File: config.mk
export PLATFORM = sky130hd
export DESIGN_NAME = cart_rom_arbiter
export DESIGN_NICKNAME = d
export VERILOG_FILES = /design/src/rtl/cart_rom_arbiter.sv
export SDC_FILE = /design/constraint.sdc
export NUM_CORES = 1
export LEC_CHECK = 0
export ABC_CLOCK_PERIOD_IN_PS = 3200
export CAP_MARGIN = 30
export CORE_MARGIN = 2
export CORE_UTILIZATION = 30
export CTS_CLUSTER_DIAMETER = 120
export CTS_CLUSTER_SIZE = 30
export DETAILED_ROUTE_END_ITERATION = 16
export GPL_TIMING_DRIVEN = 0
export HOLD_SLACK_MARGIN = 0.1
export PLACE_DENSITY = 0.64
export SLEW_MARGIN = 10
export SYNTH_ARGS = -nofsm -noshare
export SYNTH_HDL_FRONTEND = slang
export SYNTH_SLANG_ARGS = --single-unit
File: constraint.sdc
create_clock -name clk -period 3.2 [get_ports clk]
set_input_delay 0.48 -clock clk [delete_from_list [all_inputs] [get_ports clk]]
set_output_delay 0.48 -clock clk [all_outputs]
set_load 0.005 [all_outputs]
File: src/rtl/cart_rom_arbiter.sv
// Round-robin arbiter sharing one fixed-latency cartridge ROM image between CPU PRG and PPU CHR reads.
// Bus addresses are mapped to flat iNES file offsets; unmapped reads are answered locally.
module cart_rom_arbiter #(
   parameter int          HDR_OFS  = 16,
   parameter int          PRG_SIZE = 16384,
   parameter int          CHR_SIZE = 8192,
   parameter int          ADDR_W   = 16,
   parameter int          RD_LAT   = 2,
   parameter logic [7:0]  UNMAP_D  = 8'hFF
) (
   input  logic              clk,
   input  logic              rst_n,
   input  logic              cpu_req,
   input  logic [15:0]       cpu_ab,
   output logic              cpu_ack,
   output logic [7:0]        cpu_do,
   input  logic              ppu_req,
   input  logic [15:0]       ppu_ab,
   output logic              ppu_ack,
   output logic [7:0]        ppu_do,
   output logic              mem_rd,
   output logic [ADDR_W-1:0] mem_addr,
   input  logic [7:0]        mem_rdata,
   output logic              busy
);

   localparam int CNT_W = $clog2(RD_LAT + 1);

   typedef enum logic [1:0] {IDLE, ISSUE, WAIT, RESP} state_t;

   state_t             state;
   logic [CNT_W-1:0]   cnt;
   logic               last_cpu;
   logic               grant_cpu;

   logic               cpu_map;
   logic               ppu_map;
   logic               pick_cpu;
   logic               pick_map;
   logic [ADDR_W-1:0]  cpu_off;
   logic [ADDR_W-1:0]  ppu_off;
   logic [ADDR_W-1:0]  pick_off;

   // PRG mirrors across $8000-$FFFF; CHR sits directly after PRG in the image.
   assign cpu_map  = cpu_ab[15];
   assign ppu_map  = 32'(ppu_ab) < CHR_SIZE;
   assign cpu_off  = ADDR_W'(HDR_OFS) + ADDR_W'(cpu_ab & 16'(PRG_SIZE - 1));
   assign ppu_off  = ADDR_W'(HDR_OFS + PRG_SIZE) + ADDR_W'(ppu_ab);

   // Under contention the requester that was not served last wins.
   assign pick_cpu = cpu_req && (!ppu_req || !last_cpu);
   assign pick_map = pick_cpu ? cpu_map : ppu_map;
   assign pick_off = pick_cpu ? cpu_off : ppu_off;

   always_ff @(posedge clk or negedge rst_n) begin
      if (!rst_n) begin
         state     <= IDLE;
         cnt       <= '0;
         last_cpu  <= 1'b0;
         grant_cpu <= 1'b0;
         cpu_ack   <= 1'b0;
         cpu_do    <= 8'h00;
         ppu_ack   <= 1'b0;
         ppu_do    <= 8'h00;
         mem_rd    <= 1'b0;
         mem_addr  <= '0;
         busy      <= 1'b0;
      end else begin
         mem_rd  <= 1'b0;
         cpu_ack <= 1'b0;
         ppu_ack <= 1'b0;
         case (state)
            IDLE: begin
               if (cpu_req || ppu_req) begin
                  grant_cpu <= pick_cpu;
                  last_cpu  <= pick_cpu;
                  busy      <= 1'b1;
                  if (pick_map) begin
                     state    <= ISSUE;
                     mem_rd   <= 1'b1;
                     mem_addr <= pick_off;
                  end else begin
                     // Unmapped reads never touch the ROM and answer on the next cycle.
                     state <= RESP;
                     if (pick_cpu) begin
                        cpu_ack <= 1'b1;
                        cpu_do  <= UNMAP_D;
                     end else begin
                        ppu_ack <= 1'b1;
                        ppu_do  <= UNMAP_D;
                     end
                  end
               end
            end
            ISSUE: begin
               cnt   <= CNT_W'(RD_LAT - 1);
               state <= WAIT;
            end
            WAIT: begin
               if (cnt == '0) begin
                  state <= RESP;
                  if (grant_cpu) begin
                     cpu_ack <= 1'b1;
                     cpu_do  <= mem_rdata;
                  end else begin
                     ppu_ack <= 1'b1;
                     ppu_do  <= mem_rdata;
                  end
               end else begin
                  cnt <= cnt - CNT_W'(1);
               end
            end
            RESP: begin
               state <= IDLE;
               busy  <= 1'b0;
            end
            default: begin
               state <= IDLE;
               busy  <= 1'b0;
            end
         endcase
      end
   end

endmodule

After elaboration in Yosys (flattened, before gate mapping)
Cells that the tools add are included.

word-level totals
  register bits = 41
  input bits = 44
  output and inout bits = 36

cells by class
  $add $sub $neg = 3
  magnitude comparators = 1
  eq/ne operators = 11
  mux-type cells = 37
  reduce and logical (&&, ||, !) cells = 17

operator list
  operator                count
  $mux 8                  10
  $pmux 8 s2              2
  $add 15x16->16 const A  1
  $lt 16x14->1 const B    1
  $mux 16                 1
  $ne 2x2->1 const B      8
  $add 5x14->15 const A   1
  $mux 1                  15
  $reduce_and 6->1        2
  $mux 2                  4
  $pmux 2 s4              1
  $reduce_and 2->1        4
  $pmux 1 s2              3
  $reduce_bool 2->1       3
  $eq 2x2->1 const B      2
  $logic_not 2->1         2
  $pmux 2 s2              1
  $reduce_and 3->1        1
  $eq 2x1->1 const B      1
  $logic_not 1->1         2
  $logic_or 1x1->1        2
  $sub 2x1->2 const B     1
  $logic_and 1x1->1       1

Longest topological paths before layout
  depth in word-level cells = 7
  mapped depth = 8
  mapped depth without buffers = 6

Worst setup path before layout
OpenSTA, ideal clock, no wires.

  kind = reg-to-reg
  start = reg state[0]
  end = reg ppu_do[0]
  arrival = 1.693 ns
  data required time = 3.075 ns
  setup slack = 1.383 ns
  stages on the path, launching flop included = 7
  cells stage by stage = dfrtp_1 inv_1 ha_1 clkbuf_1 o21ai_0 o2111ai_2 mux2_2

on the way
  cells in the longest elaborated chain, start to end = 3

RTL lines
  item                                                                     RTL line  text
  start, declared                                                          31        state_t state;
  start signal, assigned                                                   57        state <= IDLE;
  start signal, assigned                                                   79        state <= ISSUE;
  start signal, assigned                                                   84        state <= RESP;
  $eq 2x2->1 / $logic_not 2->1 (equally long branches)                     72        case (state)
  $ne 2x2->1 (no source line) / $reduce_bool 2->1 (equally long branches)  -
  $reduce_and 6->1 (no source line)                                        -
  end signal, assigned                                                     107       ppu_do <= mem_rdata;
  end, declared                                                            20        output logic [7:0] ppu_do,

Parallel ways exist; a longest one is shown, timed or not.
A chain may end at the register's enable or synchronous reset.

Worst setup path after layout
  start = reg state[0]
  end = reg ppu_do[1]

Same word-level chain as after synthesis.

==> results.sh <==
export IMPL_reg2regPathDepth=6
export IMPL_leakage_nw=1.296
export IMPL_clk_pin_slew_worst_paths_ns=0.08
export IMPL_synth_seq_cells=41
export IMPL_clk_latency_ns=0.29
export IMPL_core_sq_um=7607
export IMPL_total_power_mw=2.604
export IMPL_tritoncts="built"
export IMPL_cts_resized=0
export IMPL_synth_avg_cell_area_sq_um=10.63
export IMPL_antenna_found_initial=0
export IMPL_wire_per_inst_microns=14.46
export IMPL_grt_ovfl_total=0
export IMPL_postCtsSetupRepairBufs=0
export IMPL_multi_input_area_sq_um=1195
export IMPL_critPathKind="reg -> reg"
export IMPL_cp_end_kind="flip-flop"
export IMPL_dr_pass1_iters=4
export IMPL_finalHoldViolations=0
export IMPL_htree_levels=2
export IMPL_synth_distinct_cells=44
export IMPL_worstPathMaxFanout=10
export IMPL_cts_sinks=41
export IMPL_final_max_slew_viol_count=0
export IMPL_fin_setup_tns_ns=0
export IMPL_finalNetCount=355
export IMPL_rrSetupSlack_ns=1.01
export IMPL_gp_congestion=0.8108
export IMPL_drive_gt1_share_pct=15.79
export IMPL_p_per_area_nw_per_um2=774.1
export IMPL_worstReg2RegEnd="ppu_do[1]$_DFFE_PN0P_"
export IMPL_drv_cap=0
export IMPL_grt_max_degree=25
export IMPL_grt_pass1_vias=1974
export IMPL_skew_ns=0.007407
export IMPL_fillers=778
export IMPL_ios=80
export IMPL_vdd_drop_max_mv=0.2809
export IMPL_fp_dieArea_sq_um=8443
export IMPL_crit_required_ns=3.38
export IMPL_rows=32
export IMPL_finalCritPeriodShare_pct=68.35
export IMPL_fmax_mhz=457.2
export IMPL_route_antenna_remaining_nets=0
export IMPL_die_x_microns=91.89
export IMPL_via_per_inst=4.975
export IMPL_cts_hold_fix_buffers=0
export IMPL_area_growth_pct=45.19
export IMPL_ctsRootBufferMaster="clkbuf_8"
export IMPL_fp_dieH_microns=91.89
export IMPL_startpoint_type="flip-flop"
export IMPL_synth_ff_type="dfrtp_1"
export IMPL_clk_path_buf_depth=2
export IMPL_rsz0062_at_grt="no"
export IMPL_drc=0
export IMPL_min_period_ns=2.187
export IMPL_async_flop_share_pct=100.0
export IMPL_grt_pass1_wl_microns=9770
export IMPL_holdCritPathClass="in -> async"
export IMPL_syn_cell_area_sq_um=2317
export IMPL_initial_core_util_pct=30.46
export IMPL_seq_area_sq_um=1026
export IMPL_cp_arrival_ns=2.37
export IMPL_tightest_slew_ns=1.035
export IMPL_syn_instance_count=218
export IMPL_cts_buffers=5
export IMPL_port_buffer_count=77
export IMPL_routed_wl_microns=5869
export IMPL_vias=2020
export IMPL_yosysSeqAreaShare_pct=44.28
export IMPL_synth_nets=270
export IMPL_hpwlAfterDp_microns=4556
export IMPL_holdWs_ns=0.1091
export IMPL_diodes=0
export IMPL_drtIter0Drc=87
export IMPL_synth_warnings=0
export IMPL_reg2reg_from="state[0]$_DFFE_PN0P_"
export IMPL_grt_usage_pct=14.61
export IMPL_slew_headroom_pct=30.26
export IMPL_synth_edf_count=0
export IMPL_setup_viol=0
export IMPL_outcome="completed"
-- cells by family (layout without fill, tap and decap cells) --
kind of cell    after synthesis  after routing  synth area share (%)
compound gates               55             55                 18.20
flops                        41             41                 44.28
fa+ha+maj                     8              8                 4.320
xor+xnor                      7              7                 2.646
mux                          23             23                 11.50
simple gates                 63             63                 14.90
buf+inv                      21            107                 4.157
-- stage by stage --
stage / util (%) / worst slack [ns] / cells / instance area [sq um]
global placement: 42.27 / 0.5978 / 397 / 3216
floorplan: - / 1.383 / 218 / 2317
CTS: 44.23 / 1.011 / 406 / 3364
global route: 44.23 / 0.8582 / 406 / 3364
detailed placement: 42.47 / 0.7535 / 398 / 3231
finish: 44.23 / 1.013 / 406 / 3364
-- worst max-delay path, stage by stage, from the launching register on --
cell and delay, ns:
dfrtp_1 0.42, inv_1 0.11, ha_1 0.26, clkbuf_1 0.38, o21ai_0 0.22, o2111ai_2 0.28, mux2_2 0.40
-- cell type report --
| cell class | instances | share of cell area (%) |
|---|---|---|
| inverter | 12 | 1.339 |
| sequential | 41 | 30.49 |
| multi-input combinational | 156 | 35.52 |
| buffer | 9 | 1.525 |
| clock buffer | 5 | 2.045 |
| clock inverter | 3 | 1.934 |
| tap | 102 | 3.793 |
| timing repair buffer | 78 | 23.35 |
-- metal layers --
metal	share of wire [%]	track usage (%)	up-vias	routed length [microns]
met3	5.4	3.040	6	315
met5	0	0	-	0
met2	47	23.96	68	2739
met1	47	19.84	965	2754
li1	-	-	981	-
met4	1.0	3.483	0	60
-- where the power goes --
part | leakage (nW) | internal, mW | switching [mW]
sequential | 0.462 | 0.730 | 0.112
clock | 0.0681 | 0.310 | 0.185
combinational | 0.766 | 0.722 | 0.545
total | 1.30 | 1.76 | 0.842
-- cells in the mapped netlist, drive strengths merged, types with 6 or more instances --
cell     n  area share [%]
o21ai   16             3.5
nand3    6             1.3
o221a    6             2.9
or4      6             1.9
nand2   13             2.4
nor3    13             2.8
nand2b   9             2.4
dfrtp   41              44
mux2    20              10
a21oi    7             1.7
inv     12             1.9
ha       8             4.3
-- worst max path at each step --
stage	from	to	slack (ns)
floorplan	state[0]$_DFFE_PN0P_	ppu_do[0]$_DFFE_PN0P_	1.38
global placement	rst_n	mem_addr[7]$_DFFE_PN0P_	0.60
detailed placement	ppu_req	ppu_do[6]$_DFFE_PN0P_	0.75
CTS	state[0]$_DFFE_PN0P_	ppu_do[1]$_DFFE_PN0P_	1.01
global route	state[0]$_DFFE_PN0P_	ppu_do[5]$_DFFE_PN0P_	0.86
finish	state[0]$_DFFE_PN0P_	ppu_do[1]$_DFFE_PN0P_	1.01
-- layout by cell type, fill, tap and decap left out, types with 5 or more instances in the layout --
cell              n
nor3_1           13
nand3_1           6
nand4_1           5
or4_1             6
ha_1              8
o221a_2           6
o21a_1            5
mux2_2           17
a21oi_1           6
o21ai_0          16
dfrtp_1          41
nand2_1          12
clkdlybuf4s50_1  76
clkbuf_8          5
inv_1            11
nand2b_1          9
-- flip-flops by register name, summed over array words and instances, names as in the netlist --
| name | count |
|---|---|
| busy | 1 |
| cnt | 2 |
| cpu_ack | 1 |
| cpu_do | 8 |
| grant_cpu | 1 |
| mem_addr | 16 |
| mem_rd | 1 |
| ppu_ack | 1 |
| ppu_do | 8 |
| state | 2 |
Note: power is estimated with default switching activity, not from simulation.
